File: config.mk
export PLATFORM = sky130hd
export DESIGN_NAME = i2c_sht_target
export DESIGN_NICKNAME = d
export VERILOG_FILES = /design/src/rtl/i2c_sht_target.sv
export SDC_FILE = /design/constraint.sdc
export NUM_CORES = 1
export LEC_CHECK = 0
export ABC_AREA = 1
export CORE_MARGIN = 1
export CORE_UTILIZATION = 50
export CTS_CLUSTER_DIAMETER = 200
export DETAILED_ROUTE_END_ITERATION = 6
export DONT_BUFFER_PORTS = 1
export PLACE_DENSITY = 0.68
export SLEW_MARGIN = 20
export SYNTH_ARGS = -nofsm -noshare
export SYNTH_HDL_FRONTEND = slang
export SYNTH_SLANG_ARGS = --single-unit
File: constraint.sdc
create_clock -name clk -period 2.17 [get_ports clk]
set_clock_uncertainty 0.05 [all_clocks]
set_input_delay 0.217 -clock clk [delete_from_list [all_inputs] [get_ports clk]]
set_output_delay 0.217 -clock clk [all_outputs]
set_load 0.02 [all_outputs]
File: src/rtl/i2c_sht_target.sv
// I2C target modelling the SHT40 side of the bus: address match, command writes,
// and a latched multi-byte measurement frame served on reads. SDA is open-drain.
module i2c_sht_target #(
  parameter logic [6:0] TARGET_ADDR = 7'h44,
  parameter int         READ_BYTES  = 6
) (
  input  logic                    clk,
  input  logic                    rst_n,
  input  logic                    scl_in,
  input  logic                    sda_in,
  output logic                    sda_pull_low,
  input  logic [8*READ_BYTES-1:0] meas_data,
  output logic                    meas_load,
  output logic [7:0]              cmd_byte,
  output logic                    cmd_valid,
  output logic                    busy,
  output logic [2:0]              state_out
);
  localparam logic [2:0] S_IDLE = 3'd0, S_ADDR = 3'd1, S_ADDR_ACK = 3'd2,
                         S_WR = 3'd3, S_WR_ACK = 3'd4, S_RD = 3'd5, S_RD_ACK = 3'd6;
  localparam int IW = $clog2(READ_BYTES + 1);

  logic [2:0]              state;
  logic                    scl_s1, scl_s2, scl_h, sda_s1, sda_s2, sda_h;
  logic [3:0]              bit_cnt;
  logic [7:0]              shreg, cur_byte;
  logic [IW-1:0]           idx;
  logic                    acked;
  logic [8*READ_BYTES-1:0] frame;

  always_ff @(posedge clk or negedge rst_n) begin
    if (!rst_n) begin
      {scl_s1, scl_s2, scl_h} <= 3'b111;
      {sda_s1, sda_s2, sda_h} <= 3'b111;
    end else begin
      {scl_s1, scl_s2, scl_h} <= {scl_in, scl_s1, scl_s2};
      {sda_s1, sda_s2, sda_h} <= {sda_in, sda_s1, sda_s2};
    end
  end

  wire scl_rise = scl_s2 & ~scl_h;
  wire scl_fall = ~scl_s2 & scl_h;
  wire start    = scl_s2 & sda_h & ~sda_s2;
  wire stop     = scl_s2 & ~sda_h & sda_s2;

  // Bytes past the end of the frame read as 0xFF (SDA released)
  always_comb begin
    cur_byte = 8'hFF;
    for (int i = 0; i < READ_BYTES; i++)
      if (idx == IW'(i)) cur_byte = frame[8*(READ_BYTES-1-i) +: 8];
  end

  always_ff @(posedge clk or negedge rst_n) begin
    if (!rst_n) begin
      state        <= S_IDLE;
      sda_pull_low <= 1'b0;
      meas_load    <= 1'b0;
      cmd_byte     <= 8'h00;
      cmd_valid    <= 1'b0;
      bit_cnt      <= '0;
      shreg        <= '0;
      idx          <= '0;
      acked        <= 1'b0;
      frame        <= '0;
    end else begin
      meas_load <= 1'b0;
      cmd_valid <= 1'b0;
      if (start) begin
        state        <= S_ADDR;
        bit_cnt      <= '0;
        acked        <= 1'b0;
        sda_pull_low <= 1'b0;
      end else if (stop) begin
        state        <= S_IDLE;
        sda_pull_low <= 1'b0;
      end else begin
        case (state)
          S_ADDR: begin
            if (scl_rise && bit_cnt != 4'd8) begin
              shreg   <= {shreg[6:0], sda_s2};
              bit_cnt <= bit_cnt + 4'd1;
            end else if (scl_fall && bit_cnt == 4'd8) begin
              if (shreg[7:1] == TARGET_ADDR) begin
                sda_pull_low <= 1'b1;
                state        <= S_ADDR_ACK;
              end else begin
                state <= S_IDLE;
              end
            end
          end
          S_ADDR_ACK: if (scl_fall) begin
            bit_cnt <= '0;
            if (!shreg[0]) begin
              sda_pull_low <= 1'b0;
              state        <= S_WR;
            end else begin
              frame        <= meas_data;
              meas_load    <= 1'b1;
              idx          <= '0;
              sda_pull_low <= ~meas_data[8*READ_BYTES-1];
              bit_cnt      <= 4'd1;
              state        <= S_RD;
            end
          end
          S_WR: begin
            if (scl_rise && bit_cnt != 4'd8) begin
              shreg   <= {shreg[6:0], sda_s2};
              bit_cnt <= bit_cnt + 4'd1;
              if (bit_cnt == 4'd7) begin
                cmd_byte  <= {shreg[6:0], sda_s2};
                cmd_valid <= 1'b1;
              end
            end else if (scl_fall && bit_cnt == 4'd8) begin
              sda_pull_low <= 1'b1;
              state        <= S_WR_ACK;
            end
          end
          S_WR_ACK: if (scl_fall) begin
            sda_pull_low <= 1'b0;
            bit_cnt      <= '0;
            state        <= S_WR;
          end
          // bit_cnt counts bits already presented in the current byte
          S_RD: if (scl_fall) begin
            if (bit_cnt == 4'd8) begin
              sda_pull_low <= 1'b0;
              acked        <= 1'b0;
              state        <= S_RD_ACK;
            end else begin
              sda_pull_low <= ~cur_byte[3'd7 - bit_cnt[2:0]];
              bit_cnt      <= bit_cnt + 4'd1;
            end
          end
          S_RD_ACK: begin
            if (scl_rise) begin
              if (!sda_s2) begin
                acked <= 1'b1;
                if (idx < IW'(READ_BYTES)) idx <= idx + IW'(1);
              end else begin
                sda_pull_low <= 1'b0;
                state        <= S_IDLE;
              end
            end else if (scl_fall && acked) begin
              sda_pull_low <= ~cur_byte[7];
              bit_cnt      <= 4'd1;
              state        <= S_RD;
            end
          end
          default: state <= S_IDLE;
        endcase
      end
    end
  end

  assign busy      = (state != S_IDLE);
  assign state_out = state;
endmodule

==> impl_metrics.tcl <==
set metrics [dict create \
    die_y_um 94.66 \
    p_leak_uw 0.002638 \
    cts-root-buf "clkbuf_8" \
    die_w_um 94.66 \
    clock-sinks 84 \
    fin_crit_ns 2.032 \
    synthCells 581 \
    worst-r2r-cell-count 15 \
    hold_viol_final 84 \
    grt_antenna_before_repair 0 \
    setup_viol 0 \
    startpoint "idx[1]$_DFFE_PN0P_" \
    hold_buffers 49 \
    syn_nets 640 \
    antennaDiodeCount 0 \
    min_period_over_period 0.9366 \
    via_count 3923 \
    ys_seq_area_frac 0.4914 \
    insertion_delay_ns 0.36 \
    clockBufferDepth 2 \
    min_path_type "input pin to async pin" \
    grt_pass1_vias 3662 \
    htree_num_levels 3 \
    setup_tns_ns 0 \
    path_clk_slew_ns 0.09 \
    core-area_mm2 0.008258 \
    place_congestion 0.9452 \
    fin_ws_ns 0.1376 \
    reg2reg_from "idx[1]$_DFFE_PN0P_" \
    fmax_mhz 492.0 \
    dieArea_mm2 0.008961 \
    synthesis.area_mm2 0.004293 \
    slew_violations 0 \
    max_slew_margin 0.6017 \
    finalCoreUtilization 0.6392 \
    async_reset_ff_frac 1.000 \
    synth_area_per_cell_um2 7.389 \
    grt_max_degree 85 \
    layout-drive-gt1-share 0.1160 \
    stdcell_area_mm2 0.005279 \
    cts_buffers 9 \
    ys_types 33 \
    io_pins 67 \
    ir_drop_uv 544.7 \
    tightest_slew_ns 0.5965 \
    synth.ff_latch_count 84 \
    synth_edf_count 0 \
    ant_nets 0 \
    critical_path.max_fanout 8 \
    portBuffers 0 \
    ff2ff_setup_slack_ns 0.14 \
    fin_hold_ws_ns -0.5152 \
    initial_utilization 0.5198 \
    post_drt_via_cell_ratio 5.162 \
    place_ws_ns 0.1342 \
    drt_iter0_markers 249 \
    drc_errors 0 \
    crit_arrival_ns 2.29 \
    end_kind "flip-flop" \
    grt_use_total 0.2588 \
    path_class "flip-flop to flip-flop" \
    powerDensity_mw_per_mm2 1100 \
    outcome "complete, but fails checks" \
    dp_hpwl_mm 7.275 \
    ys.warnings.count 0 \
    wl_per_cell_um 14.41 \
    totalWireLength_mm 10.95 \
    drv_cap 0 \
    num_rows 33 \
    rr_endpoint "sda_pull_low$_DFFE_PN0P_" \
    grt_pass1_wl_mm 17.62 \
    syn_to_final_growth_pct 22.97 \
    postPlaceCellArea_mm2 0.004484 \
    power_uw 5805 \
    crit_path_start_kind "flip-flop" \
    nets 709 \
    ys.flop_type "dfrtp_1" \
    cp.required_ns 2.43 \
    cts_tree "done" \
    dr.pass1.iters 5 \
    violations "negative hold slack" \
    grt.overflow.total 0 \
]
-- cell usage in the layout, fill, tap and decap left out, drive strengths merged --
cell	synthesis	layout
dlygate4sd3	0	49
inv	69	70
a31oi	1	1
clkinvlp	0	4
nand3b	1	1
nand3	34	34
nor3	7	7
a21oi	10	10
nor4	2	2
bufinv	0	1
o21ai	44	44
a311oi	1	1
or2	2	2
buf	15	23
nand2	242	242
o22ai	2	2
a211oi	1	1
dfstp	6	6
nor2	53	53
clkinv	0	2
ha	7	7
dfrtp	78	78
nand4	2	2
clkbuf	1	10
o211ai	3	3
-- how the worst max path moves through the flow --
| stage | cells after the start | slack [ns] | endpoint |
|---|---|---|---|
| 6_report | 15 | 0.14 | sda_pull_low$_DFFE_PN0P_ |
| 5_1_grt | 15 | -0.03 | sda_pull_low$_DFFE_PN0P_ |
| 4_1_cts | 16 | 0.11 | sda_pull_low$_DFFE_PN0P_ |
| 3_5_place_dp | 16 | 0.13 | sda_pull_low$_DFFE_PN0P_ |
| 3_3_place_gp | 12 | 0.14 | bit_cnt[2]$_DFFE_PN0P_ |
| 2_1_floorplan | 18 | 0.12 | sda_pull_low$_DFFE_PN0P_ |
-- repair_timing --
item,CTS,global route
endpoints found under the setup margin,0,6
endpoints found under the hold margin,133,84
resized for setup,0,15
buffers inserted,0,6
-- flip-flops by register name, indices dropped and copies added, names as in the netlist --
| name | cells |
|---|---|
| acked | 1 |
| bit_cnt | 4 |
| cmd_byte | 8 |
| cmd_valid | 1 |
| frame | 48 |
| idx | 3 |
| meas_load | 1 |
| scl_h | 1 |
| scl_s1 | 1 |
| scl_s2 | 1 |
| sda_h | 1 |
| sda_pull_low | 1 |
| sda_s1 | 1 |
| sda_s2 | 1 |
| shreg | 8 |
| state_out | 3 |
-- synthesized netlist by cell type, types with 3 or more instances --
cell	instances	area [um2]
o21ai_1	4	20.02
buf_2	13	65.06
dfstp_2	6	157.7
o211ai_1	3	22.52
ha_1	7	87.58
nand3_1	33	165.2
inv_1	65	244.0
dfrtp_1	78	1952
nor3_1	5	25.02
inv_2	4	15.01
a21oi_1	10	50.05
nor2_1	49	183.9
nand2_1	241	904.6
o21ai_0	38	190.2
-- where the power goes --
part | leakage [uW] | switching [uW] | total (uW) | internal, uW
Sequential | 0.00100 | 342 | 2480 | 2130
Combinational | 0.00153 | 1330 | 2130 | 798
Clock | 0.000108 | 621 | 1200 | 576
Total | 0.00264 | 2300 | 5800 | 3510
-- routing by layer --
layer,routed length (um),global-route usage,share of wire,vias to the layer above
met5,0,0,0,-
met2,4921,0.3879,0.45,124
met3,651,0.04348,0.059,17
met4,180,0.08333,0.016,0
li1,-,-,-,1942
met1,5195,0.3809,0.47,1840
-- worst max-delay path, stage by stage, from the launching register on --
cell        delay (ns)
dfrtp_1           0.41
ha_1              0.22
ha_4              0.18
clkinvlp_4        0.17
or2_2             0.31
nand2_1           0.07
nand2_1           0.05
nand2_1           0.06
nand2_1           0.07
nand2_1           0.06
nand2_1           0.05
nand2_1           0.06
nand3_1           0.07
nand2_1           0.07
nand2_1           0.04
nand2_1           0.05
-- kinds of logic after synthesis --
family | Yosys count | synth area share
fa+ha+maj | 7 | 0.02040
simple gates | 343 | 0.3299
compound gates | 62 | 0.07928
buf+inv | 85 | 0.07898
flops | 84 | 0.4914
-- per-stage QoR --
stage / hold WS (ns) / std cells
5_1_grt: -0.5309 / 760
2_1_floorplan: -0.1286 / 581
3_3_place_gp: -0.1260 / 687
6_report: -0.5152 / 760
4_1_cts: -0.5238 / 752
3_5_place_dp: -0.1264 / 687
-- area by class of cell --
cell class                 instances  area [um2]
clock buffer                      10       137.6
timing repair inverter             2       15.01
multi-input combinational        412        1872
inverter                          69       266.5
timing repair buffer              72       675.6
sequential                        84        2111
tap                              105       131.4
fill                             718        2979
clock inverter                     6       70.07
No activity file was read; power rests on OpenSTA's default activity.
